[src/rtl/pov_message_engine.sv]
// pov_message_engine: assembles a UART message into a double-buffered character
// store and sweeps the committed (front) message onto an LED column, one glyph
// column per COL_TICKS clocks, starting on each rising edge of the rotation sync.
// A new message is swapped in only while the display is idle, so a sweep never tears.
module pov_message_engine #(
  parameter int         MAX_CHARS     = 11,
  parameter int         CHAR_BITS     = 7,
  parameter int         NUM_LEDS      = 16,
  parameter int         COLS_PER_CHAR = 5,
  parameter int         GAP_COLS      = 1,
  parameter int         COL_TICKS     = 1000,
  parameter logic [7:0] TERM          = 8'h0D
) (
  input  logic                               clk,
  input  logic                               reset,
  input  logic [7:0]                         rx_data,
  input  logic                               rx_valid,
  input  logic                               sync,
  output logic [CHAR_BITS-1:0]               font_char,
  output logic [$clog2(COLS_PER_CHAR)-1:0]   font_col,
  input  logic [NUM_LEDS-1:0]                font_data,
  output logic [NUM_LEDS-1:0]                ledsOut,
  output logic [$clog2(MAX_CHARS+1)-1:0]     msg_len,
  output logic                               new_msg,
  output logic                               overflow,
  output logic                               rx_drop
);

  localparam int LEN_W      = $clog2(MAX_CHARS + 1);
  localparam int IDX_W      = $clog2(MAX_CHARS);
  localparam int FCOL_W     = $clog2(COLS_PER_CHAR);
  localparam int COLS_TOTAL = COLS_PER_CHAR + GAP_COLS;
  localparam int CCOL_W     = $clog2(COLS_TOTAL);
  localparam int TICK_W     = $clog2(COL_TICKS);

  localparam logic [LEN_W-1:0]  MAX_LEN    = LEN_W'(MAX_CHARS);
  localparam logic [TICK_W-1:0] LAST_TICK  = TICK_W'(COL_TICKS - 1);
  localparam logic [CCOL_W-1:0] LAST_COL   = CCOL_W'(COLS_TOTAL - 1);
  localparam logic [CCOL_W:0]   GLYPH_COLS = (CCOL_W+1)'(COLS_PER_CHAR);

  localparam logic [0:0] IDLE = 1'b0;
  localparam logic [0:0] SCAN = 1'b1;

  // Two character buffers; front_sel picks the one being displayed.
  logic [CHAR_BITS-1:0] mem [2][MAX_CHARS];

  logic                 sync_p0, sync_p1, sync_edge_p2;
  logic [LEN_W-1:0]     wr_idx, back_len, start_len;
  logic                 commit_pend, front_sel, do_commit;
  logic [0:0]           state;
  logic [IDX_W-1:0]     char_idx;
  logic [CCOL_W-1:0]    col;
  logic [TICK_W-1:0]    tick;
  logic                 is_term, rx_store, col_is_glyph, last_char;

  assign is_term      = (rx_data == TERM);
  assign rx_store     = rx_valid && !commit_pend && !is_term && (wr_idx < MAX_LEN);
  assign do_commit    = commit_pend && (state == IDLE);
  // A sweep starting in the same cycle as a commit shows the newly committed message.
  assign start_len    = do_commit ? back_len : msg_len;
  assign col_is_glyph = ({1'b0, col} < GLYPH_COLS);
  assign last_char    = (LEN_W'(char_idx) == (msg_len - LEN_W'(1)));

  // Sync input register and registered rising-edge detect
  always_ff @(posedge clk) begin
    if (reset) begin
      sync_p0      <= 1'b0;
      sync_p1      <= 1'b0;
      sync_edge_p2 <= 1'b0;
    end else begin
      sync_p0      <= sync;
      sync_p1      <= sync_p0;
      sync_edge_p2 <= sync_p0 & ~sync_p1;
    end
  end

  // Receive framing: write index, overflow, pending commit and drop strobe
  always_ff @(posedge clk) begin
    if (reset) begin
      wr_idx      <= '0;
      back_len    <= '0;
      overflow    <= 1'b0;
      commit_pend <= 1'b0;
      rx_drop     <= 1'b0;
    end else begin
      rx_drop <= 1'b0;
      if (rx_valid) begin
        if (commit_pend) begin
          rx_drop <= 1'b1;
        end else if (is_term) begin
          if ((wr_idx != '0) && !overflow) begin
            commit_pend <= 1'b1;
            back_len    <= wr_idx;
          end
          wr_idx   <= '0;
          overflow <= 1'b0;
        end else if (wr_idx < MAX_LEN) begin
          wr_idx <= wr_idx + LEN_W'(1);
        end else begin
          overflow <= 1'b1;
        end
      end
      if (do_commit) begin
        commit_pend <= 1'b0;
      end
    end
  end

  // Back-buffer character store
  always_ff @(posedge clk) begin
    if (rx_store) begin
      mem[~front_sel][wr_idx[IDX_W-1:0]] <= rx_data[CHAR_BITS-1:0];
    end
  end

  // Buffer swap: flips front/back and publishes the new length while idle
  always_ff @(posedge clk) begin
    if (reset) begin
      front_sel <= 1'b0;
      msg_len   <= '0;
      new_msg   <= 1'b0;
    end else begin
      new_msg <= 1'b0;
      if (do_commit) begin
        front_sel <= ~front_sel;
        msg_len   <= back_len;
        new_msg   <= 1'b1;
      end
    end
  end

  // Display sweep: tick/column/char counters, font fetch and LED column register
  always_ff @(posedge clk) begin
    if (reset) begin
      state     <= IDLE;
      char_idx  <= '0;
      col       <= '0;
      tick      <= '0;
      font_char <= '0;
      font_col  <= '0;
      ledsOut   <= '0;
    end else begin
      case (state)
        IDLE: begin
          ledsOut <= '0;
          if (sync_edge_p2 && (start_len != '0)) begin
            state    <= SCAN;
            char_idx <= '0;
            col      <= '0;
            tick     <= '0;
          end
        end
        SCAN: begin
          if (sync_edge_p2) begin
            char_idx <= '0;
            col      <= '0;
            tick     <= '0;
          end else begin
            // Address out at tick 0 edge, ROM data back for the tick 2 edge.
            if ((tick == '0) && col_is_glyph) begin
              font_char <= mem[front_sel][char_idx];
              font_col  <= FCOL_W'(col);
            end
            if (tick == TICK_W'(2)) begin
              ledsOut <= col_is_glyph ? font_data : '0;
            end
            if (tick == LAST_TICK) begin
              tick <= '0;
              if (col == LAST_COL) begin
                col <= '0;
                if (last_char) begin
                  state   <= IDLE;
                  ledsOut <= '0;
                end else begin
                  char_idx <= char_idx + IDX_W'(1);
                end
              end else begin
                col <= col + CCOL_W'(1);
              end
            end else begin
              tick <= tick + TICK_W'(1);
            end
          end
        end
        default: state <= IDLE;
      endcase
    end
  end

endmodule

[config.mk]
export PLATFORM = sky130hd
export DESIGN_NAME = pov_message_engine
export DESIGN_NICKNAME = d
export VERILOG_FILES = /design/src/rtl/pov_message_engine.sv
export SDC_FILE = /design/constraint.sdc
export NUM_CORES = 1
export LEC_CHECK = 0
export ABC_AREA = 1
export ABC_CLOCK_PERIOD_IN_PS = 2400
export CAP_MARGIN = 10
export CELL_PAD_IN_SITES_DETAIL_PLACEMENT = 1
export CELL_PAD_IN_SITES_GLOBAL_PLACEMENT = 2
export CORE_UTILIZATION = 38
export CTS_CLUSTER_DIAMETER = 120
export CTS_CLUSTER_SIZE = 12
export DETAILED_ROUTE_END_ITERATION = 10
export PLACE_DENSITY_LB_ADDON = 0.1
export SLEW_MARGIN = 20
export SYNTH_ARGS = -nofsm -noshare
export SYNTH_HDL_FRONTEND = slang
export SYNTH_SLANG_ARGS = --single-unit
[constraint.sdc]
create_clock -name clk -period 2.4 [get_ports clk]
set_input_delay 0.48 -clock clk [delete_from_list [all_inputs] [get_ports clk]]
set_output_delay 0.48 -clock clk [all_outputs]
set_load 0.03 [all_outputs]
# Word level (Yosys, flattened, before mapping)
# Memories as Yosys holds them, arrays and structs flattened. A register that Yosys moved wholly into a read port is not among the register bits.
# Cells that the tools add are included.
# word_totals
regBits	64
ramBits	154
inputBits	28
output_inout_bits	33
elab_cells	119
memories	1
# mem_list
memory	depth	word_bits	rd	rd_ports_with_merged_regs	write_ports	line_no	rtl
mem	2	77	1	1	1	45	logic [CHAR_BITS-1:0] mem [2][MAX_CHARS];
# classes
n_addsub	5
magnitude_cmp	5
n_eq_ne	11
n_mux	47
bitwise_logic	9
n_reduce_logical	23
# ops
op	n
two-way mux 16 bit	6
two-way mux 77 bit	1
two-way mux 4 bit	8
case mux 16 bit (2 select lines)	1
two-way mux 10 bit	3
binary-select mux 7 bit (select 4 bit)	1
demux 7 bit (select 4 bit)	1
two-way mux 7 bit	3
case mux 10 bit (2 select lines)	1
two-way mux 1 bit	15
two-way mux 3 bit	4
adder 10 x 1 -> 10 bit (second input constant)	1
== test 10 bit (second input constant)	1
== test 10 x 2 -> 1 bit (second input constant)	1
>= comparator 5 bit (second input constant)	2
logical NOT 10 bit	1
NOT 4 -> 5 bit	2
AND reduction 3 bit	3
adder 4 x 1 -> 4 bit (second input constant)	2
== test 8 x 4 -> 1 bit (second input constant)	1
logical AND 1 bit	8
case mux 4 bit (2 select lines)	1
AND reduction 4 bit	2
nonzero test 4 bit	2
other kinds (19)	29

# Longest topological paths before layout
# Gate-level depths: netlist (run 1).
# logic_depth
depth_word	8
ltp_mapped	14

# Least setup slack after synthesis (run 1)
# No wires, ideal clock.
# synth_path
path_type	flip-flop to flip-flop
start	reg wr_idx[0]
end	mem mem[0][21] in the netlist's numbering, enable pin
arrival_time_ns	1.730
required_time_ns	2.040
slack_ns	0.310
path_stages_with_launch	8
n_path_buf	1
period_less_slack_ns	2.090
cell_sequence	dfxtp_1 > ha_1 > o21ai_0 > nand2_1 > nor2_1 > buf_4 > nand3_1 > nor2_1
# synth_between
elab_chain_len	6
# synth_rtl
item	line_no	rtl
from (decl)	48	logic [LEN_W-1:0] wr_idx, back_len, start_len;
from (signal assigned)	98	wr_idx <= wr_idx + LEN_W'(1);
NOT 4 -> 5 bit	112	mem[~front_sel][wr_idx[IDX_W-1:0]] <= rx_data[CHAR_BITS-1:0];
>= comparator 5 bit (implied by the code) / < comparator 5 x 1 -> 1 bit (equally long branches)	112	
logical AND 1 bit (implied by the code)	112	
two-way mux 7 bit (implied by the code)	112	
demux 7 bit (select 4 bit)	112	
two-way mux 77 bit (implied by the code) *	112	
to (decl)	45	
# Mark *: on every way between the ends. The rest lies on a longest branch, timed or not.

# Worst setup path in the final report (run 1)
# layout_path
start	reg wr_idx[0]
end	mem mem[0][76] in the netlist's numbering, enable pin
# Same word-level chain as after synthesis.

==> results.cfg, run 1 <==
[status]
outcome = completed

[global_route]
antenna_found_initial = 0
grtUsageTotal = 0.218
grt_max_degree = 57
grt_pass1_vias = 7138
grt_pass1_wl_mm = 42.4
overflow = 0

[timing]
final_max_slew_viol_count = 0
tightest_slew_ps = 748
relSlewSlack = 0.500
max_freq_ghz = 0.468
setup_slack_ps = 264
period_share = 0.890
hold_violations = 0
setup_viol_count_final = 0
skew_ps = 14.9
fin_setup_tns_ps = 0
layout_min_cycle_time_ps = 2140
rsz0062_at_grt = no

[critical_path]
cp.required_ps = 2620
cp_data_arrival_time_ps = 2360
cp-end-kind = flop
crit_fanout = 7
critPathLaunchType = flop
crit_type = flop to flop

[finish]
finalNetCount = 1078
layoutNonFillerInstCount = 1380
syn_to_final_growth_pct = 20.3
drive_gt1_frac = 0.100
num_antenna_cells = 0

[drt]
wl_met1_mm = 13.4
wl_met3_mm = 1.09
top_layer = met4
wirelength_mm = 27.2
drt_iter0_markers = 442
wl_per_cell_um = 19.7
dr.pass1.iters = 4
via_per_inst = 5.10
route.detailed.drc = 0
drtAntennaViolNets = 0
vias = 7037
met2_length_mm = 12.2

[synthesis]
syn_area_per_cell_um2 = 9.93
synth_area_leader_cell = edfxtp_1
syn_nets = 984
syn_inst = 947
synth_ff_type = edfxtp_1
yosysWarningCount = 0
synth_edf_count = 154
async_reset_ff_frac = 0
yosysTopAreaCellShare = 0.492
ys_ff_latch = 219
ys_seq_area_frac = 0.630
ys_top_cells_by_area = edfxtp_1, dfxtp_1, o21ai_0
ys_types = 39
syn_area_um2 = 9400

[power_and_ir_drop]
cellPowerDensity_nw_per_um2 = 658
ir_drop_uv = 589
leakage_nw = 4.04

[clocking]
htreeDepth = 1
cts_num_sinks = 219
ctsRootBufferMaster = clkbuf_16
insertion_delay_ps = 520
clk_pin_slew_worst_paths_ps = 60
cts_buffers = 22
tritoncts = built
cts_hold_buf = 0
clockBufferDepth = 3
post-cts-setup-buffer-count = 0
ctsResizeCount = 0

[floorplanning]
die_h_um = 159
die_x_um = 159
io_pins = 61
rows = 57
initial_core_util = 0.387
die-area_um2 = 25400
core_um2 = 24300

[placed_design]
portBuffers = 60
hpwlAfterDp_mm = 18.4
dp_cells = 1341
dp_slack_ps = 64.6
finalWeightedCongestion = 0.796

[job]
cap_violations = 0

[worst_hold_path]
hold_class = flop to flop
[power by group]
group / total (mW) / internal (mW) / leakage (nW) / switching [mW]
Clock: 3.14 / 1.73 / 0.302 / 1.41
Sequential: 4.08 / 4.06 / 1.91 / 0.0121
Combinational: 0.232 / 0.0847 / 1.82 / 0.148
Total: 7.44 / 5.88 / 4.04 / 1.57
[metrics by stage]
| step | cell area, um^2 | total power [mW] | utilization | hold WS (ps) |
|---|---|---|---|---|
| after floorplan | 9400 | 4.22 | - | 373 |
| after global placement | 10700 | 4.39 | 0.439 | 389 |
| after detailed placement | 10700 | 4.39 | 0.439 | 386 |
| after CTS | 11300 | 7.53 | 0.465 | 393 |
| after global routing | 11300 | 7.66 | 0.465 | 428 |
| final | 11300 | 7.44 | 0.465 | 390 |
[critical path: stages, from the launching register on]
cell and delay, ps:
dfxtp_1 370, inv_1 110, ha_1 300, nor3b_1 440, buf_4 220, nand2_1 80, nor2_1 140, buf_4 190
[state kept, by name, summed over array words and instances, names as in the netlist, 3 cells and up, named ones only]
register	cells
font_char	7
char_idx	4
wr_idx	4
col	3
font_col	3
tick	10
back_len	4
mem	154
ledsOut	16
msg_len	4
[placed cells by master, fill, tap and decap left out, types with 2 or more instances in the layout]
| cell | netlist | final |
|---|---|---|
| a21oi_1 | 71 | 71 |
| a21oi_2 | 2 | 2 |
| and3_1 | 3 | 3 |
| buf_12 | 0 | 3 |
| buf_4 | 2 | 56 |
| clkbuf_1 | 26 | 15 |
| clkbuf_16 | 0 | 22 |
| clkdlybuf4s50_1 | 0 | 60 |
| dfxtp_1 | 65 | 64 |
| edfxtp_1 | 154 | 154 |
| ha_1 | 9 | 9 |
| inv_1 | 47 | 46 |
| inv_2 | 3 | 4 |
| nand2_1 | 139 | 139 |
| nand2_4 | 4 | 4 |
| nand3_1 | 40 | 40 |
| nand3b_1 | 3 | 3 |
| nand4_1 | 8 | 8 |
| nor2_1 | 155 | 154 |
| nor2_2 | 2 | 3 |
| nor3_1 | 7 | 7 |
| nor3_2 | 3 | 3 |
| nor4_1 | 2 | 2 |
| o211ai_1 | 21 | 21 |
| o21a_1 | 8 | 8 |
| o21ai_0 | 117 | 117 |
| o21ai_1 | 6 | 6 |
| o21bai_1 | 3 | 3 |
| o22ai_1 | 10 | 10 |
| xor2_1 | 6 | 6 |
[cell type report]
type                            count  area [um^2]
Multi-Input combinational cell    627         3070
Clock inverter                      2         27.5
Fill cell                        2737        13000
Inverter                           52          198
Clock buffer                       37          607
Tap cell                          324          405
Sequential cell                   219         5930
Timing Repair Buffer              119         1080
[routing by layer]
| layer | track usage | vias to the layer above |
|---|---|---|
| li1 | - | 3476 |
| met1 | 0.311 | 3392 |
| met2 | 0.352 | 134 |
| met3 | 0.0281 | 35 |
| met4 | 0.0524 | 0 |
| met5 | 0 | - |
[kinds of logic after synthesis]
family	Yosys count	share of synthesized area
AOI/OAI and AO/OA	240	0.139
buffers and inverters	101	0.0439
DFF	219	0.630
and+or+nand+nor	372	0.169
xor gates and xnor gates	6	0.00559
adders and majority gates	9	0.0120
[worst paths after layout]
kind                        endpoint  slack [ps]  cells after the start                   start
max             mem[0][76]$_DFFE_PP_         260                      7  wr_idx[0]$_SDFFE_PP0P_
min          sync_edge_p2$_SDFF_PP0_         390                      1      sync_p1$_SDFF_PP0_
max reg2reg     mem[0][76]$_DFFE_PP_         260                      7  wr_idx[0]$_SDFFE_PP0P_
min reg2reg  sync_edge_p2$_SDFF_PP0_         390                      1      sync_p1$_SDFF_PP0_
[synth_stat cells, types with 3 or more instances]
library cell and count:
nor2_1 155, edfxtp_1 154, nand2_1 139, o21ai_0 117, a21oi_1 71, dfxtp_1 65, inv_1 47, nand3_1 40
clkbuf_1 26, o211ai_1 21, buf_2 19, o22ai_1 10, ha_1 9, nand4_1 8, o21a_1 8, nor3_1 7
o21ai_1 6, xor2_1 6, nand2_4 4, and3_1 3, inv_2 3, nand3b_1 3, nor3_2 3, o21bai_1 3
Note: power is estimated with default switching activity, not from simulation.
==> inputs of run 2 (changes only) <==
- CORE_ASPECT_RATIO: default -> 1.5
- CTS_CLUSTER_DIAMETER: 120 -> default
==> results.cfg, run 2 (synthesis gave the netlist of run 1 again) <==
[timing]
tightest_slew_ps = 618
hold_violations = 0
rsz0062_at_grt = no
setup_viol_count_final = 0
relSlewSlack = 0.586
layout_min_cycle_time_ps = 2170
period_share = 0.903
skew_ps = 13.0
final_max_slew_viol_count = 0
max_freq_ghz = 0.461
hold-worst-slack_ps = 393
fin_setup_tns_ps = 0

[floorplanning]
die-area_um2 = 25400
rows = 70
core_um2 = 24300
die_x_um = 130
die_h_um = 195
initial_core_util = 0.386
io_pins = 61

[status]
outcome = completed

[critical_path]
r2r_end = mem[1][54]$_DFFE_PP_
path_common_cell = nor2_1
cp_data_arrival_time_ps = 2310
rr_worst_depth = 7
critical_path.top_delay_family = simple AND/OR/NAND/NOR gates
cp_num_buf_inv = 1
crit_type = flop to flop
r2r_slack_ps = 230
slowest_delay_ps = 470
crit_chain = ha_1 -> o21ai_0 -> nand2_1 -> nor2_1 -> buf_4 -> nand3_1 -> nor2_1
critPathLaunchType = flop
crit_fanout = 7
cp-end-kind = flop
worstReg2RegStart = wr_idx[0]$_SDFFE_PP0P_
cp.required_ps = 2550
crit_slowest_cell = nor2_1
cp_num_cells = 7

[clocking]
cts_buffers = 23
ctsRootBufferMaster = clkbuf_16
clk_pin_slew_worst_paths_ps = 60
clockBufferDepth = 3
insertion_delay_ps = 510
post-cts-setup-buffer-count = 0
cts_hold_buf = 0
cts_num_sinks = 219
ctsResizeCount = 0
htreeDepth = 1
tritoncts = built

[worst_hold_path]
hold_class = flop to flop
whs_endpoint = sync_edge_p2$_SDFF_PP0_
hp-start = sync_p1$_SDFF_PP0_
holdPathStages = 1

[global_route]
overflow = 0
grt_pass1_vias = 7563
grtUsageTotal = 0.229
antenna_found_initial = 0
grt_pass1_wl_mm = 43.3
grt_max_degree = 68

[finish]
drive_gt1_frac = 0.109
syn_to_final_growth_pct = 21.2
final_cell_mix = nor2_1, edfxtp_1, nand2_1
finalNetCount = 1082
largest_reg_flops = 154
num_antenna_cells = 0

[power_and_ir_drop]
leakage_nw = 4.09
ir_drop_uv = 456
cellPowerDensity_nw_per_um2 = 674

[drt]
wl_per_cell_um = 20.0
route.detailed.drc = 0
via_per_inst = 5.15
dr.pass1.iters = 4
drt_iter0_markers = 371
drtAntennaViolNets = 0
vias = 7131
wirelength_mm = 27.8

[placed_design]
portBuffers = 60
hpwlAfterDp_mm = 19.2
finalWeightedCongestion = 0.774

[job]
cap_violations = 0
run 2: cell types whose count changed in the layout (fill, tap and decap cells not counted), sizes merged:
| cell | previous run | this run |
|---|---|---|
| inv | 52 | 51 |
| buf | 59 | 62 |
| clkbuf | 37 | 39 |
| clkinv | 2 | 3 |
run 2: per-stage QoR:
step	cell area [um^2]	cells	utilization	setup WS [ps]	total power, mW
after CTS	11400	1385	0.468	206	7.77
after detailed placement	10700	1344	0.439	-166	4.39
after floorplan	9400	947	-	310	4.22
after global routing	11400	1385	0.468	68.9	7.90
after global placement	10700	1344	0.439	-122	4.39
final	11400	1385	0.468	233	7.68
run 2: how the worst max path moves through the flow:
stage	endpoint	slack, ps	from
finish	mem[1][54]$_DFFE_PP_	230	wr_idx[0]$_SDFFE_PP0P_
global route	mem[0][75]$_DFFE_PP_	70	wr_idx[0]$_SDFFE_PP0P_
detailed placement	mem[0][71]$_DFFE_PP_	-170	rx_data[3]
floorplan	mem[0][21]$_DFFE_PP_	310	wr_idx[0]$_SDFFE_PP0P_
global placement	mem[0][71]$_DFFE_PP_	-120	rx_data[3]
CTS	mem[1][54]$_DFFE_PP_	210	wr_idx[0]$_SDFFE_PP0P_
run 2: final cells by class:
class | instances | area [um^2]
fill | 2806 | 13000
tap | 324 | 405
timing repair buffer | 122 | 1090
sequential | 219 | 5930
inverter | 52 | 198
clock inverter | 2 | 8.76
clock buffer | 39 | 697
multi-input combinational | 627 | 3070
run 2: routing by layer:
metal	global-route usage	part of all wire
met1	0.262	0.40
met2	0.430	0.54
met3	0.0284	0.035
met4	0.0792	0.027
met5	0	0
run 2: power by group:
part           internal, mW  switching [mW]
clock network          1.96            1.41
logic                0.0872           0.148
registers              4.06         0.00835
total                  6.11            1.57
==> inputs of run 3 (changes only) <==
- CORE_ASPECT_RATIO: 1.5 -> 1.2
- CORE_UTILIZATION: 38 -> 40
- CTS_BUF_LIST: default -> sky130_fd_sc_hd__clkbuf_4
==> results.cfg, run 3 (synthesis gave the netlist of run 1 again) <==
[status]
outcome = completed

[timing]
setup_viol_count_final = 0
period_share = 0.945
skew_ps = 46.8
rsz0062_at_grt = no
relSlewSlack = 0.559
hold_violations = 0
max_freq_ghz = 0.441
final_max_slew_viol_count = 0
tightest_slew_ps = 659
layout_min_cycle_time_ps = 2270

[critical_path]
r2r_end = mem[0][54]$_DFFE_PP_
crit_type = flop to output port
cp_num_buf_inv = 1
crit_chain = clkdlybuf4s50_1
cp_data_arrival_time_ps = 1790
cp-end-kind = output port
critPathLaunchType = flop
slowest_delay_ps = 720
worstReg2RegStart = wr_idx[0]$_SDFFE_PP0P_
critical_path.top_delay_family = buffers and inverters
r2r_slack_ps = 200
crit_slowest_cell = clkdlybuf4s50_1
cp.required_ps = 1920
crit_fanout = 4
critPathLaunch = msg_len[0]$_SDFF_PP0_
rr_worst_depth = 8

[floorplanning]
die_h_um = 170
core_um2 = 23100
die_x_um = 142
initial_core_util = 0.407
io_pins = 61
die-area_um2 = 24100
rows = 61

[drt]
met2_length_mm = 13.9
wl_met3_mm = 1.15
via_per_inst = 5.08
drt_iter0_markers = 277
drtAntennaViolNets = 0
wirelength_mm = 27.3
wl_per_cell_um = 19.1
vias = 7259
route.detailed.drc = 0
top_layer = met4
wl_met1_mm = 11.4
dr.pass1.iters = 4

[clocking]
ctsRootBufferMaster = clkbuf_4
tritoncts = built
cts_hold_buf = 0
clockBufferDepth = 3
ctsResizeCount = 0
htreeDepth = 2
cts_num_sinks = 219
post-cts-setup-buffer-count = 0
cts_buffers = 56
insertion_delay_ps = 680
clk_pin_slew_worst_paths_ps = 60

[finish]
nFillCells = 2638
layoutNonFillerInstCount = 1429
final_cell_mix = nor2_1, edfxtp_1, nand2_1
drive_gt1_frac = 0.144
finalNetCount = 1109
seqCellArea_um2 = 5930
syn_to_final_growth_pct = 20.6
largest_reg_flops = 154
final_area_um2 = 11300
multi_input_area_um2 = 3070

[global_route]
antenna_found_initial = 1
grt_pass1_wl_mm = 42.7
grt_pass1_vias = 7568
overflow = 0
grt_max_degree = 78
grtUsageTotal = 0.237

[placed_design]
dpl-instance-area_um2 = 10700
portBuffers = 60
hpwlAfterDp_mm = 18.5
finalWeightedCongestion = 0.784
dp_cells = 1329

[worst_hold_path]
hp-start = sync
whs_endpoint = sync_p0$_SDFF_PP0_
hold_class = input port to flop
holdPathStages = 3

[job]
cap_violations = 0

[power_and_ir_drop]
leakage_nw = 4.14
ir_drop_uv = 249
power_mw = 7.37
cellPowerDensity_nw_per_um2 = 649
## run 3: through the flow
step	hold slack, ps	setup slack [ps]	TNS, ps	utilization
6_report	327	131	0	0.491
5_1_grt	335	38.4	0	0.491
4_1_cts	259	53.6	0	0.490
3_5_place_dp	385	-61.4	-881	0.461
3_3_place_gp	379	-15.2	-130	0.461
2_1_floorplan	373	310	0	-
## run 3: routing by layer
metal,vias up,global-route usage
met3,47,0.0428
met5,-,0
met2,143,0.423
met1,3497,0.281
met4,0,0.0972
li1,3572,-
## run 3: worst max path at each step
stage | to | cells past startpoint
6_report | msg_len[0] | 1
5_1_grt | msg_len[0] | 1
4_1_cts | msg_len[0] | 1
3_5_place_dp | mem[1][50]$_DFFE_PP_ | 9
3_3_place_gp | mem[0][53]$_DFFE_PP_ | 9
2_1_floorplan | mem[0][21]$_DFFE_PP_ | 7
## run 3: layout make-up
cell class | instances | share of cell area
clock buffer | 75 | 0.0496
timing repair buffer | 116 | 0.0944
multi-input combinational | 627 | 0.270
clock inverter | 24 | 0.0107
tap | 315 | 0.0347
antenna | 1 | 0.000221
inverter | 52 | 0.0174
sequential | 219 | 0.522
## run 3: power breakdown
group | switching [mW] | internal (mW)
Clock | 1.50 | 1.56
Sequential | 0.0118 | 4.06
Combinational | 0.145 | 0.0850
Total | 1.66 | 5.71
